<file path="config.mk">
export PLATFORM = sky130hd
export DESIGN_NAME = time_entry_parser_flat
export DESIGN_NICKNAME = d
export VERILOG_FILES = /design/src/rtl/time_entry_parser_if.sv /design/src/rtl/time_entry_parser.sv /design/src/flat_wrapper.sv
export SDC_FILE = /design/constraint.sdc
export NUM_CORES = 1
export LEC_CHECK = 0
export CELL_PAD_IN_SITES_DETAIL_PLACEMENT = 1
export CELL_PAD_IN_SITES_GLOBAL_PLACEMENT = 1
export CORE_UTILIZATION = 49
export DETAILED_ROUTE_END_ITERATION = 16
export PLACE_DENSITY_LB_ADDON = 0.1
export SYNTH_ARGS = -nofsm -noshare
export SYNTH_HDL_FRONTEND = slang
export SYNTH_SLANG_ARGS = --single-unit
export TNS_END_PERCENT = 1
</file>
<file path="constraint.sdc">
create_clock -name clock -period 17.7 [get_ports clock]
set_input_delay 3.54 -clock clock [delete_from_list [all_inputs] [get_ports clock]]
set_output_delay 3.54 -clock clock [all_outputs]
set_load 0.005 [all_outputs]
</file>
<file path="src/rtl/time_entry_parser_if.sv">
// Byte-stream input and set/alarm result bundle of the time entry parser.
// The parser takes the slave side; the terminal front end takes the master side.
interface time_entry_parser_if;
  logic [7:0]  in_data;
  logic        in_valid;
  logic        in_ready;
  logic        set_flag;
  logic [16:0] set_time;
  logic        alarm_flag;
  logic [16:0] alarm_time;
  logic        err;

  modport master (
    output in_data, in_valid,
    input  in_ready, set_flag, set_time, alarm_flag, alarm_time, err
  );

  modport slave (
    input  in_data, in_valid,
    output in_ready, set_flag, set_time, alarm_flag, alarm_time, err
  );
endinterface

</file>
<file path="src/rtl/time_entry_parser.sv">
// Parses "Thh:mm:ssA/P", "Ahh:mm:ssA/P" and "X" lines ended by CR into seconds-of-day updates.
// Results land two edges after CR is accepted; in_ready is low during the CALC and EMIT cycles.
module time_entry_parser #(
  parameter int unsigned COUNTER_MAX = 86399,
  parameter logic [7:0]  CMD_TIME    = 8'h54,
  parameter logic [7:0]  CMD_ALARM   = 8'h41,
  parameter logic [7:0]  CMD_ALOFF   = 8'h58,
  parameter logic [7:0]  TERM_CHAR   = 8'h0D
) (
  input logic                clock,
  input logic                reset,
  time_entry_parser_if.slave bus
);
  typedef enum logic [2:0] {S_IDLE, S_FIELD, S_XWAIT, S_DRAIN, S_CALC, S_EMIT} state_t;

  localparam logic [1:0]  C_T    = 2'd0;
  localparam logic [1:0]  C_A    = 2'd1;
  localparam logic [1:0]  C_X    = 2'd2;
  localparam logic [16:0] TS_MAX = 17'(COUNTER_MAX);

  state_t      state_q, state_d;
  logic [3:0]  pos_q, pos_d;
  logic [1:0]  cmd_q, cmd_d;
  logic        err_q, err_d;
  logic [5:0][3:0] dig_q, dig_d;
  logic        pm_q, pm_d;
  logic [16:0] ts_q, ts_d;
  logic        set_flag_q, set_flag_d;
  logic [16:0] set_time_q, set_time_d;
  logic        alarm_flag_q, alarm_flag_d;
  logic [16:0] alarm_time_q, alarm_time_d;
  logic        err_pulse_q, err_pulse_d;

  logic        in_ready;
  logic        acc;
  logic [7:0]  c;
  logic        char_ok;
  logic [4:0]  hour, h12;
  logic [5:0]  minute, second;
  logic [16:0] ts_raw;

  assign c   = bus.in_data;
  assign acc = bus.in_valid && in_ready;

  // Expected character class for each position of the time field.
  always_comb begin
    char_ok = 1'b0;
    unique case (pos_q)
      4'd0:             char_ok = c inside {[8'h30:8'h31]};
      4'd1, 4'd4, 4'd7: char_ok = c inside {[8'h30:8'h39]};
      4'd2, 4'd5:       char_ok = (c == 8'h3A);
      4'd3, 4'd6:       char_ok = c inside {[8'h30:8'h35]};
      4'd8:             char_ok = (c == 8'h41) || (c == 8'h50);
      4'd9:             char_ok = (c == TERM_CHAR);
      default:          char_ok = 1'b0;
    endcase
  end

  assign hour   = 5'(dig_q[0]) * 5'd10 + 5'(dig_q[1]);
  assign minute = 6'(dig_q[2]) * 6'd10 + 6'(dig_q[3]);
  assign second = 6'(dig_q[4]) * 6'd10 + 6'(dig_q[5]);
  assign h12    = (hour == 5'd12) ? 5'd0 : hour;
  assign ts_raw = 17'(h12) * 17'd3600 + 17'(minute) * 17'd60 + 17'(second)
                + (pm_q ? 17'd43200 : 17'd0);

  always_ff @(posedge clock) begin
    if (reset) state_q <= S_IDLE;
    else       state_q <= state_d;
  end

  always_comb begin
    state_d = state_q;
    pos_d   = pos_q;
    cmd_d   = cmd_q;
    err_d   = err_q;
    dig_d   = dig_q;
    pm_d    = pm_q;
    ts_d    = ts_q;
    unique case (state_q)
      S_IDLE: if (acc) begin
        pos_d = 4'd0;
        err_d = 1'b0;
        if (c == CMD_TIME || c == CMD_ALARM) begin
          state_d = S_FIELD;
          cmd_d   = (c == CMD_TIME) ? C_T : C_A;
        end else if (c == CMD_ALOFF) begin
          state_d = S_XWAIT;
          cmd_d   = C_X;
        end else if (c != TERM_CHAR) begin
          state_d = S_DRAIN;
          err_d   = 1'b1;
        end
      end
      S_FIELD: if (acc) begin
        if (char_ok) begin
          pos_d = pos_q + 4'd1;
          unique case (pos_q)
            4'd0:    dig_d[0] = c[3:0];
            4'd1:    dig_d[1] = c[3:0];
            4'd3:    dig_d[2] = c[3:0];
            4'd4:    dig_d[3] = c[3:0];
            4'd6:    dig_d[4] = c[3:0];
            4'd7:    dig_d[5] = c[3:0];
            4'd8:    pm_d     = (c == 8'h50);
            4'd9:    state_d  = S_CALC;
            default: ;
          endcase
        end else begin
          // An early CR already ends the line, so there is nothing left to drain.
          err_d   = 1'b1;
          state_d = (c == TERM_CHAR) ? S_CALC : S_DRAIN;
        end
      end
      S_XWAIT: if (acc) begin
        if (c == TERM_CHAR) begin
          state_d = S_CALC;
        end else begin
          state_d = S_DRAIN;
          err_d   = 1'b1;
        end
      end
      S_DRAIN: if (acc && c == TERM_CHAR) state_d = S_CALC;
      S_CALC: begin
        ts_d    = ts_raw;
        state_d = S_EMIT;
        if (cmd_q != C_X && (hour == 5'd0 || hour > 5'd12 || ts_raw > TS_MAX)) err_d = 1'b1;
      end
      S_EMIT:  state_d = S_IDLE;
      default: state_d = S_IDLE;
    endcase
  end

  always_comb begin
    in_ready     = !reset && (state_q == S_IDLE || state_q == S_FIELD ||
                              state_q == S_XWAIT || state_q == S_DRAIN);
    set_flag_d   = 1'b0;
    err_pulse_d  = 1'b0;
    set_time_d   = set_time_q;
    alarm_flag_d = alarm_flag_q;
    alarm_time_d = alarm_time_q;
    if (state_q == S_EMIT) begin
      if (err_q) begin
        err_pulse_d = 1'b1;
      end else begin
        unique case (cmd_q)
          C_T: begin
            set_flag_d = 1'b1;
            set_time_d = ts_q;
          end
          C_A: begin
            alarm_flag_d = 1'b1;
            alarm_time_d = ts_q;
          end
          C_X:     alarm_flag_d = 1'b0;
          default: ;
        endcase
      end
    end
  end

  always_ff @(posedge clock) begin
    if (reset) begin
      pos_q        <= '0;
      cmd_q        <= C_T;
      err_q        <= 1'b0;
      dig_q        <= '0;
      pm_q         <= 1'b0;
      ts_q         <= '0;
      set_flag_q   <= 1'b0;
      set_time_q   <= '0;
      alarm_flag_q <= 1'b0;
      alarm_time_q <= '0;
      err_pulse_q  <= 1'b0;
    end else begin
      pos_q        <= pos_d;
      cmd_q        <= cmd_d;
      err_q        <= err_d;
      dig_q        <= dig_d;
      pm_q         <= pm_d;
      ts_q         <= ts_d;
      set_flag_q   <= set_flag_d;
      set_time_q   <= set_time_d;
      alarm_flag_q <= alarm_flag_d;
      alarm_time_q <= alarm_time_d;
      err_pulse_q  <= err_pulse_d;
    end
  end

  assign bus.in_ready   = in_ready;
  assign bus.set_flag   = set_flag_q;
  assign bus.set_time   = set_time_q;
  assign bus.alarm_flag = alarm_flag_q;
  assign bus.alarm_time = alarm_time_q;
  assign bus.err        = err_pulse_q;
endmodule

</file>
<file path="src/flat_wrapper.sv">
// flat-port wrapper written by rule: the top's interface ports become plain ports
module time_entry_parser_flat 
#(
  parameter int unsigned COUNTER_MAX = 86399,
  parameter logic [7:0]  CMD_TIME    = 8'h54,
  parameter logic [7:0]  CMD_ALARM   = 8'h41,
  parameter logic [7:0]  CMD_ALOFF   = 8'h58,
  parameter logic [7:0]  TERM_CHAR   = 8'h0D
)
  (clock, reset, bus_in_data, bus_in_valid, bus_in_ready, bus_set_flag, bus_set_time, bus_alarm_flag, bus_alarm_time, bus_err);
  time_entry_parser_if bus_i ();
  input logic clock;
  input logic reset;
  input wire logic [$bits(bus_i.in_data)-1:0] bus_in_data;
  input wire logic [$bits(bus_i.in_valid)-1:0] bus_in_valid;
  output wire logic [$bits(bus_i.in_ready)-1:0] bus_in_ready;
  output wire logic [$bits(bus_i.set_flag)-1:0] bus_set_flag;
  output wire logic [$bits(bus_i.set_time)-1:0] bus_set_time;
  output wire logic [$bits(bus_i.alarm_flag)-1:0] bus_alarm_flag;
  output wire logic [$bits(bus_i.alarm_time)-1:0] bus_alarm_time;
  output wire logic [$bits(bus_i.err)-1:0] bus_err;
  assign bus_i.in_data = bus_in_data;
  assign bus_i.in_valid = bus_in_valid;
  assign bus_in_ready = bus_i.in_ready;
  assign bus_set_flag = bus_i.set_flag;
  assign bus_set_time = bus_i.set_time;
  assign bus_alarm_flag = bus_i.alarm_flag;
  assign bus_alarm_time = bus_i.alarm_time;
  assign bus_err = bus_i.err;
  time_entry_parser #(.COUNTER_MAX(COUNTER_MAX), .CMD_TIME(CMD_TIME), .CMD_ALARM(CMD_ALARM), .CMD_ALOFF(CMD_ALOFF), .TERM_CHAR(TERM_CHAR)) u_core (.clock(clock), .reset(reset), .bus(bus_i));
endmodule
</file>
* Yosys cells after proc, flatten, opt, wreduce, memory -nomap -nowiden
Cells that the tools add are included.
Operators by class: add/sub/neg operators 7, $mul 5, order comparisons 6, equality and inequality tests 35, muxes and demuxes 34, bitwise operators 2, reduce and logical (&&, ||, !) cells 42
Operators with widths (number):
- == test 8 x 7 -> 1 bit, second input constant | 4
- AND reduction 4 bit | 8
- two-way mux 3 bit | 10
- <= comparator 8 x 6 -> 1 bit, second input constant | 3
- adder 17 x 12 -> 17 bit | 1
- adder 17 bit | 1
- adder 17 x 6 -> 17 bit | 1
- greater-than comparator 17 bit, second input constant | 1
- == test 4 x 3 -> 1 bit, second input constant | 4
- two-way mux 16 bit | 1
- case mux 3 bit (5 select lines) | 1
- multiplier 5 x 8 -> 13 bit, second input constant | 1
- adder 6 x 4 -> 6 bit | 2
- two-way mux 1 bit | 12
- two-way mux 4 bit | 3
- inequality test 2 x 1 -> 1 bit, second input constant | 6
- AND reduction 3 bit | 4
- multiplier 4 x 3 -> 5 bit, second input constant | 2
- multiplier 6 x 4 -> 10 bit, second input constant | 1
- == test 4 x 2 -> 1 bit, second input constant | 2
- == test 4 bit, second input constant | 2
- == test 8 x 4 -> 1 bit, second input constant | 1
- == test 8 x 6 -> 1 bit, second input constant | 1
- greater-or-equal comparator 8 x 6 -> 1 bit, second input constant | 1
- 35 further kinds | 58
Storage, ports and cells: bits in registers 89, input port bits 11, logic and storage cells 148

* Logic depth before layout (Yosys ltp)
Gate-level depths: netlist of run 1.
depth in word-level cells 13, gate-level depth with buffers 24, mapped depth without buffers 24

* Least setup slack after synthesis of run 1
No wires, ideal clock.
path kind input -> output, from in reset, to out bus_in_ready, arrival time 3840 ps, path slack 10320 ps, stages 2, cell sequence clkbuf_1 nor2_1
On the way: longest elaborated chain between the ends 2
Ends and longest elaborated chain:
- start: declaration | RTL line flat_wrapper.sv:13 | input logic reset;
- zero test 1 bit | RTL line time_entry_parser.sv:134 | in_ready = !reset && (state_q == S_IDLE || state_q == S_FIELD ||
- logical AND 1 bit | RTL line time_entry_parser.sv:134
- end: declaration | RTL line flat_wrapper.sv:16 | output wire logic [$bits(bus_i.in_ready)-1:0] bus_in_ready;
Every way passes these cells.

* Worst setup path in the final report of run 1
Ends and elaborated chain as after synthesis.

==> flow_metrics.py, run 1 <==
metrics = {
    "sta": {
        "fin_tns_setup_ps": 0,
        "rsz0062_at_grt": "false",
        "fmax_mhz": 118,
        "clock_skew_ps": 8.74,
        "min_period_over_period_pct": 47.8,
        "setup_viol": 0,
        "post-route-min-period_ps": 8460,
        "slew_headroom_pct": 22.8,
        "final_max_slew_viol_count": 0,
        "hold_viol_final": 0,
        "worstMarginPinSlew_ps": 1150,
    },
    "global_route": {
        "grt_pass1_wl_microns": 24700,
        "use_met3_pct": 3.80,
        "met1_usage_pct": 28.7,
        "antenna_found_initial": 0,
        "grt_max_degree": 91,
        "grt-busiest-layer": "met2",
        "grt_pass1_vias": 5188,
        "met2_usage_pct": 45.0,
        "grt_usage_pct": 24.2,
        "overflow": 0,
    },
    "synth": {
        "yosysSeqAreaShare_pct": 29.3,
        "synth_area_sq_um": 6070,
        "synth_seq_cells": 89,
        "ys.flop_type": "dfxtp_1",
        "yosysWarnings": 0,
        "synth_top_area_share_pct": 29.3,
        "ys_async_sr_fraction_pct": 0,
        "synth_edf_count": 0,
        "yosys-top-cells-area": "dfxtp_1, ha_1, nand2_1",
        "synth.largest_area_cell": "dfxtp_1",
        "synth.avg_cell_area_sq_um": 8.61,
        "yosysMostFrequentCell": "nand2_1",
        "synthTopCellsByCount": "nand2_1, dfxtp_1, ha_1, a21oi_1, nor2_1",
        "synthesis.nets": 810,
        "synth_cell_types": 56,
        "netlist_instances": 705,
    },
    "power_and_ir_drop": {
        "p_leak_nw": 3.29,
        "power_density_nw_per_um2": 60.8,
        "total_power_w": 0.000422,
        "ir_drop_uv": 43.5,
    },
    "clock_network": {
        "cts_sinks": 89,
        "insertion_delay_ps": 340,
        "clk_path_buf_depth": 2,
        "h-tree-depth": 3,
        "cts_tree": "done",
        "cts_made_buffers": 9,
        "cts.clk_slew.worst_paths_ps": 60,
        "ctsResizeCount": 0,
        "cts_setup_buffers": 0,
        "holdBufCountCts": 0,
        "root_buffer": "clkbuf_16",
    },
    "layout": {
        "area_growth_pct": 14.2,
        "final_nets": 839,
        "diodes": 0,
        "drive_above_1_share_pct": 4.61,
    },
    "setup_path": {
        "critPathArrivalTime_ps": 4920,
        "end_kind": "output pin",
        "reg2reg_to": "u_core.err_q$_SDFFE_PP0P_",
        "critPathKind": "input pin to output pin",
        "reg2reg_slack_ps": 11260,
        "endpoint": "bus_in_ready",
        "worstSetupStartpoint": "reset",
        "r2r_start": "u_core.dig_q[8]$_SDFFE_PP0P_",
        "r2r_cells": 24,
        "worstPathMaxFanout": 90,
        "cp.required_ps": 14160,
        "startpoint_type": "input pin",
    },
    "run_status": {
        "status": "completed",
    },
    "die": {
        "die_h_microns": 113,
        "floorplan.rows": 40,
        "core-area_sq_um": 12100,
        "io_pins": 49,
        "fp.dieArea_sq_um": 12800,
        "start_util_pct": 50.3,
        "die_width_microns": 113,
    },
    "job": {
        "drv_cap": 0,
    },
    "routing": {
        "dr.pass1.iters": 4,
        "drtIter0Drc": 148,
        "vias": 4921,
        "wl_per_cell_microns": 16.1,
        "drc": 0,
        "final_antenna_net_count": 0,
        "wirelength_microns": 14600,
        "viasPerCell": 5.43,
    },
    "place": {
        "place_congestion": 0.811,
        "hpwl_microns": 11200,
        "port_buffers": 48,
    },
    "hold_path": {
        "hold_path_class": "flop to flop",
    },
}
cells in the final DEF (no fill, tap or decap), types with 8 or more instances in the layout:
master and n:
ha_1 76, a21oi_1 74, nor2_1 62, xor2_1 11, nand2_1 110, clkbuf_16 9, nor3_1 13, dfxtp_1 89
mux2i_1 28, clkdlybuf4s50_1 47, xnor2_1 29, inv_1 49, a21o_1 10, nand3_1 8, fa_1 18
state kept, by name, indices dropped and copies added (netlist names):
signal	count
u_core.bus.alarm_flag	1
u_core.bus.alarm_time	17
u_core.bus.err	1
u_core.bus.set_flag	1
u_core.bus.set_time	17
u_core.cmd_q	2
u_core.dig_q	24
u_core.err_q	1
u_core.pm_q	1
u_core.pos_q	4
u_core.state_q	3
u_core.ts_q	17
routing by layer:
| metal | part of all wire [%] | wire, microns |
|---|---|---|
| met5 | 0 | 0 |
| met4 | 1.3 | 191 |
| met3 | 2.1 | 308 |
| met2 | 52 | 7540 |
| met1 | 45 | 6530 |
power breakdown:
| group | internal (W) | switching [W] | total (W) |
|---|---|---|---|
| combinational | 0.00000683 | 0.0000115 | 0.0000184 |
| clock | 0.000123 | 0.0000772 | 0.000200 |
| sequential | 0.000201 | 0.00000228 | 0.000203 |
| total | 0.000331 | 0.0000910 | 0.000422 |
worst min-delay path by stage:
| stage | from | end | slack (ps) | cells past startpoint |
|---|---|---|---|---|
| after global placement | u_core.bus.set_time[8]$_SDFFE_PP0P_ | u_core.bus.set_time[8]$_SDFFE_PP0P_ | 440 | 2 |
| final | u_core.bus.alarm_time[0]$_SDFFE_PP0P_ | u_core.bus.alarm_time[0]$_SDFFE_PP0P_ | 450 | 2 |
| after floorplan | u_core.dig_q[20]$_SDFFE_PP0P_ | u_core.ts_q[0]$_SDFFE_PP0P_ | 430 | 2 |
| after detailed placement | u_core.bus.alarm_time[0]$_SDFFE_PP0P_ | u_core.bus.alarm_time[0]$_SDFFE_PP0P_ | 450 | 2 |
| after global routing | u_core.bus.set_time[2]$_SDFFE_PP0P_ | u_core.bus.set_time[2]$_SDFFE_PP0P_ | 460 | 2 |
| after CTS | u_core.bus.alarm_time[0]$_SDFFE_PP0P_ | u_core.bus.alarm_time[0]$_SDFFE_PP0P_ | 450 | 2 |
critical path, stage by stage:
cell and delay, ps:
buf_2 80, buf_4 690, nor2_1 120, clkdlybuf4s50_1 490
stage by stage:
stage	util [%]	area, sq um	setup WS, ps	hold WS (ps)	instances
floorplan	-	6070	10320	432	705
global placement	54.9	6630	9250	441	891
detailed placement	54.9	6630	9230	446	891
CTS	57.5	6940	9220	454	906
global route	57.5	6940	9140	463	906
finish	57.5	6940	9240	453	906
area by class of cell:
type	count	area (sq um)
multi-input combinational	536	3970
timing repair buffer	49	483
sequential	89	1780
tap	168	210
clock buffer	10	229
clock inverter	5	81.3
fill	1408	5130
inverter	49	184
logic make-up (layout without fill, tap and decap cells):
logic type | after synthesis | count (layout) | share of synthesized area, %
xor+xnor | 40 | 40 | 5.77
simple gates | 241 | 241 | 19.4
flops | 89 | 89 | 29.3
buf+inv | 80 | 113 | 5.40
mux | 28 | 28 | 4.62
compound gates | 133 | 133 | 13.9
fa+ha+maj | 94 | 94 | 21.6
Note: power is estimated with default switching activity, not from simulation.
==> run 2, diff against run 1 <==
- CORE_UTILIZATION: 49 -> 41
- clock period: 17.7 -> 7.6 ns (I/O delays scaled with it)
==> flow_metrics.py, run 2 (same netlist as run 1, synthesis figures left out) <==
metrics = {
    "global_route": {
        "grt_usage_pct": 20.3,
        "grt_max_degree": 91,
        "overflow": 0,
        "antenna_found_initial": 0,
        "grt_pass1_vias": 4942,
        "grt_pass1_wl_microns": 24300,
    },
    "hold_path": {
        "hold_end": "u_core.bus.set_time[0]$_SDFFE_PP0P_",
        "hold_path_class": "flop to flop",
        "min_from": "u_core.bus.set_time[0]$_SDFFE_PP0P_",
        "hold-path-cell-count": 2,
    },
    "clock_network": {
        "insertion_delay_ps": 350,
        "h-tree-depth": 3,
        "root_buffer": "clkbuf_16",
        "cts_made_buffers": 9,
        "cts_setup_buffers": 0,
        "cts_sinks": 89,
        "holdBufCountCts": 0,
        "clk_path_buf_depth": 2,
        "cts_tree": "done",
        "ctsResizeCount": 0,
        "cts.clk_slew.worst_paths_ps": 60,
    },
    "layout": {
        "seq_area_sq_um": 1780,
        "drive_above_1_share_pct": 4.61,
        "final_common_cell": "nand2_1",
        "n_fill_cell": 1729,
        "final_cell_mix": "nand2_1, dfxtp_1, ha_1, a21oi_1, nor2_1",
        "area_growth_pct": 14.3,
        "regMostFlops": "u_core.dig_q",
        "final_nets": 839,
        "diodes": 0,
        "final_cells": 922,
        "multi_input_area_sq_um": 3970,
        "largest_register_ff_count": 24,
        "final_area_sq_um": 6940,
    },
    "place": {
        "place_congestion": 0.798,
        "placed_cells": 907,
        "hpwl_microns": 11300,
        "placedInstanceArea_sq_um": 6650,
        "port_buffers": 48,
    },
    "setup_path": {
        "critPathKind": "flop to flop",
        "startpoint_type": "flop",
        "slowest_stage": "fa_1",
        "worstPathMaxFanout": 5,
        "end_kind": "flop",
        "reg2reg_to": "u_core.err_q$_SDFFE_PP0P_",
        "r2r_cells": 22,
        "reg2reg_slack_ps": 1400,
        "critPathArrivalTime_ps": 6380,
        "worstSetupStartpoint": "u_core.dig_q[8]$_SDFFE_PP0P_",
        "cp.required_ps": 7780,
        "r2r_start": "u_core.dig_q[8]$_SDFFE_PP0P_",
        "path_cells": "ha_1, ha_1, xnor2_1, fa_1, fa_1, inv_1, ha_1, a21oi_1, o21bai_1, a21oi_1, o21bai_1, a21oi_1, xnor2_1, fa_1, ha_1, and4_1, a211oi_1, nor2b_1, a32oi_1, a21oi_1, o311ai_1, a311oi_1",
        "critical-path-max-stage-delay_ps": 520,
    },
    "sta": {
        "hold_viol_final": 0,
        "fin_tns_setup_ps": 0,
        "fmax_mhz": 161,
        "final_max_slew_viol_count": 0,
        "setup_viol": 0,
        "rsz0062_at_grt": "false",
        "clock_skew_ps": 8.61,
        "worstMarginPinSlew_ps": 1090,
        "min_period_over_period_pct": 81.6,
        "slew_headroom_pct": 26.7,
        "post-route-min-period_ps": 6200,
    },
    "routing": {
        "wl_per_cell_microns": 15.6,
        "dr.pass1.iters": 6,
        "final_antenna_net_count": 0,
        "vias": 4802,
        "viasPerCell": 5.21,
        "drc": 0,
        "drtIter0Drc": 191,
        "wirelength_microns": 14400,
    },
    "job": {
        "drv_cap": 0,
    },
    "run_status": {
        "status": "completed",
    },
    "die": {
        "die_h_microns": 124,
        "core-area_sq_um": 14500,
        "io_pins": 49,
        "die_width_microns": 124,
        "fp.dieArea_sq_um": 15300,
        "floorplan.rows": 44,
        "start_util_pct": 41.9,
    },
    "power_and_ir_drop": {
        "power_density_nw_per_um2": 139,
        "p_leak_nw": 3.28,
        "ir_drop_uv": 98.7,
    },
}
-- run 2: layout make-up --
type | instances | share of cell area (%)
clock buffer | 11 | 3.50
inverter | 49 | 2.65
multi-input combinational | 536 | 57.1
tap | 184 | 3.32
timing repair buffer | 49 | 6.96
sequential | 89 | 25.7
clock inverter | 4 | 0.775
-- run 2: critical path, delay by kind of cell (launching register included) --
family	cells	cell delay, ps
fa+ha+maj	7	2810
compound gates	10	1990
xor+xnor	2	530
simple gates	2	340
flops	1	330
buf+inv	1	40
-- run 2: worst max-delay path by stage --
stage                                end  slack (ps)
2_1_floorplan  u_core.err_q$_SDFFE_PP0P_        1980
3_3_place_gp   u_core.err_q$_SDFFE_PP0P_        1640
3_5_place_dp   u_core.err_q$_SDFFE_PP0P_        1360
4_1_cts        u_core.err_q$_SDFFE_PP0P_        1330
5_1_grt        u_core.err_q$_SDFFE_PP0P_         880
6_report       u_core.err_q$_SDFFE_PP0P_        1400
-- run 2: metrics by stage --
stage          setup WS (ps)  total power, W  hold slack, ps  utilization [%]
2_1_floorplan           1980        0.000511             432                -
3_3_place_gp            1640        0.000526             441             45.9
3_5_place_dp            1360        0.000527             447             45.9
4_1_cts                 1330        0.000975             456             47.9
5_1_grt                  883         0.00100             482             47.9
6_report                1400        0.000962             454             47.9
-- run 2: per-layer routing --
layer	up-vias	wire length (microns)	GRT usage, %	share of wire [%]
li1	2446	-	-	-
met1	2288	6890	25.6	48
met2	57	7050	35.9	49
met3	11	337	2.66	2.3
met4	0	124	5.87	0.86
met5	-	0	0	0
-- run 2: where the power goes --
part	switching (W)	internal [W]	leakage, nW	total, W
logic	0.0000275	0.0000159	2.43	0.0000434
clock network	0.000183	0.000263	0.138	0.000445
registers	0.00000501	0.000468	0.717	0.000473
total	0.000215	0.000747	3.28	0.000962
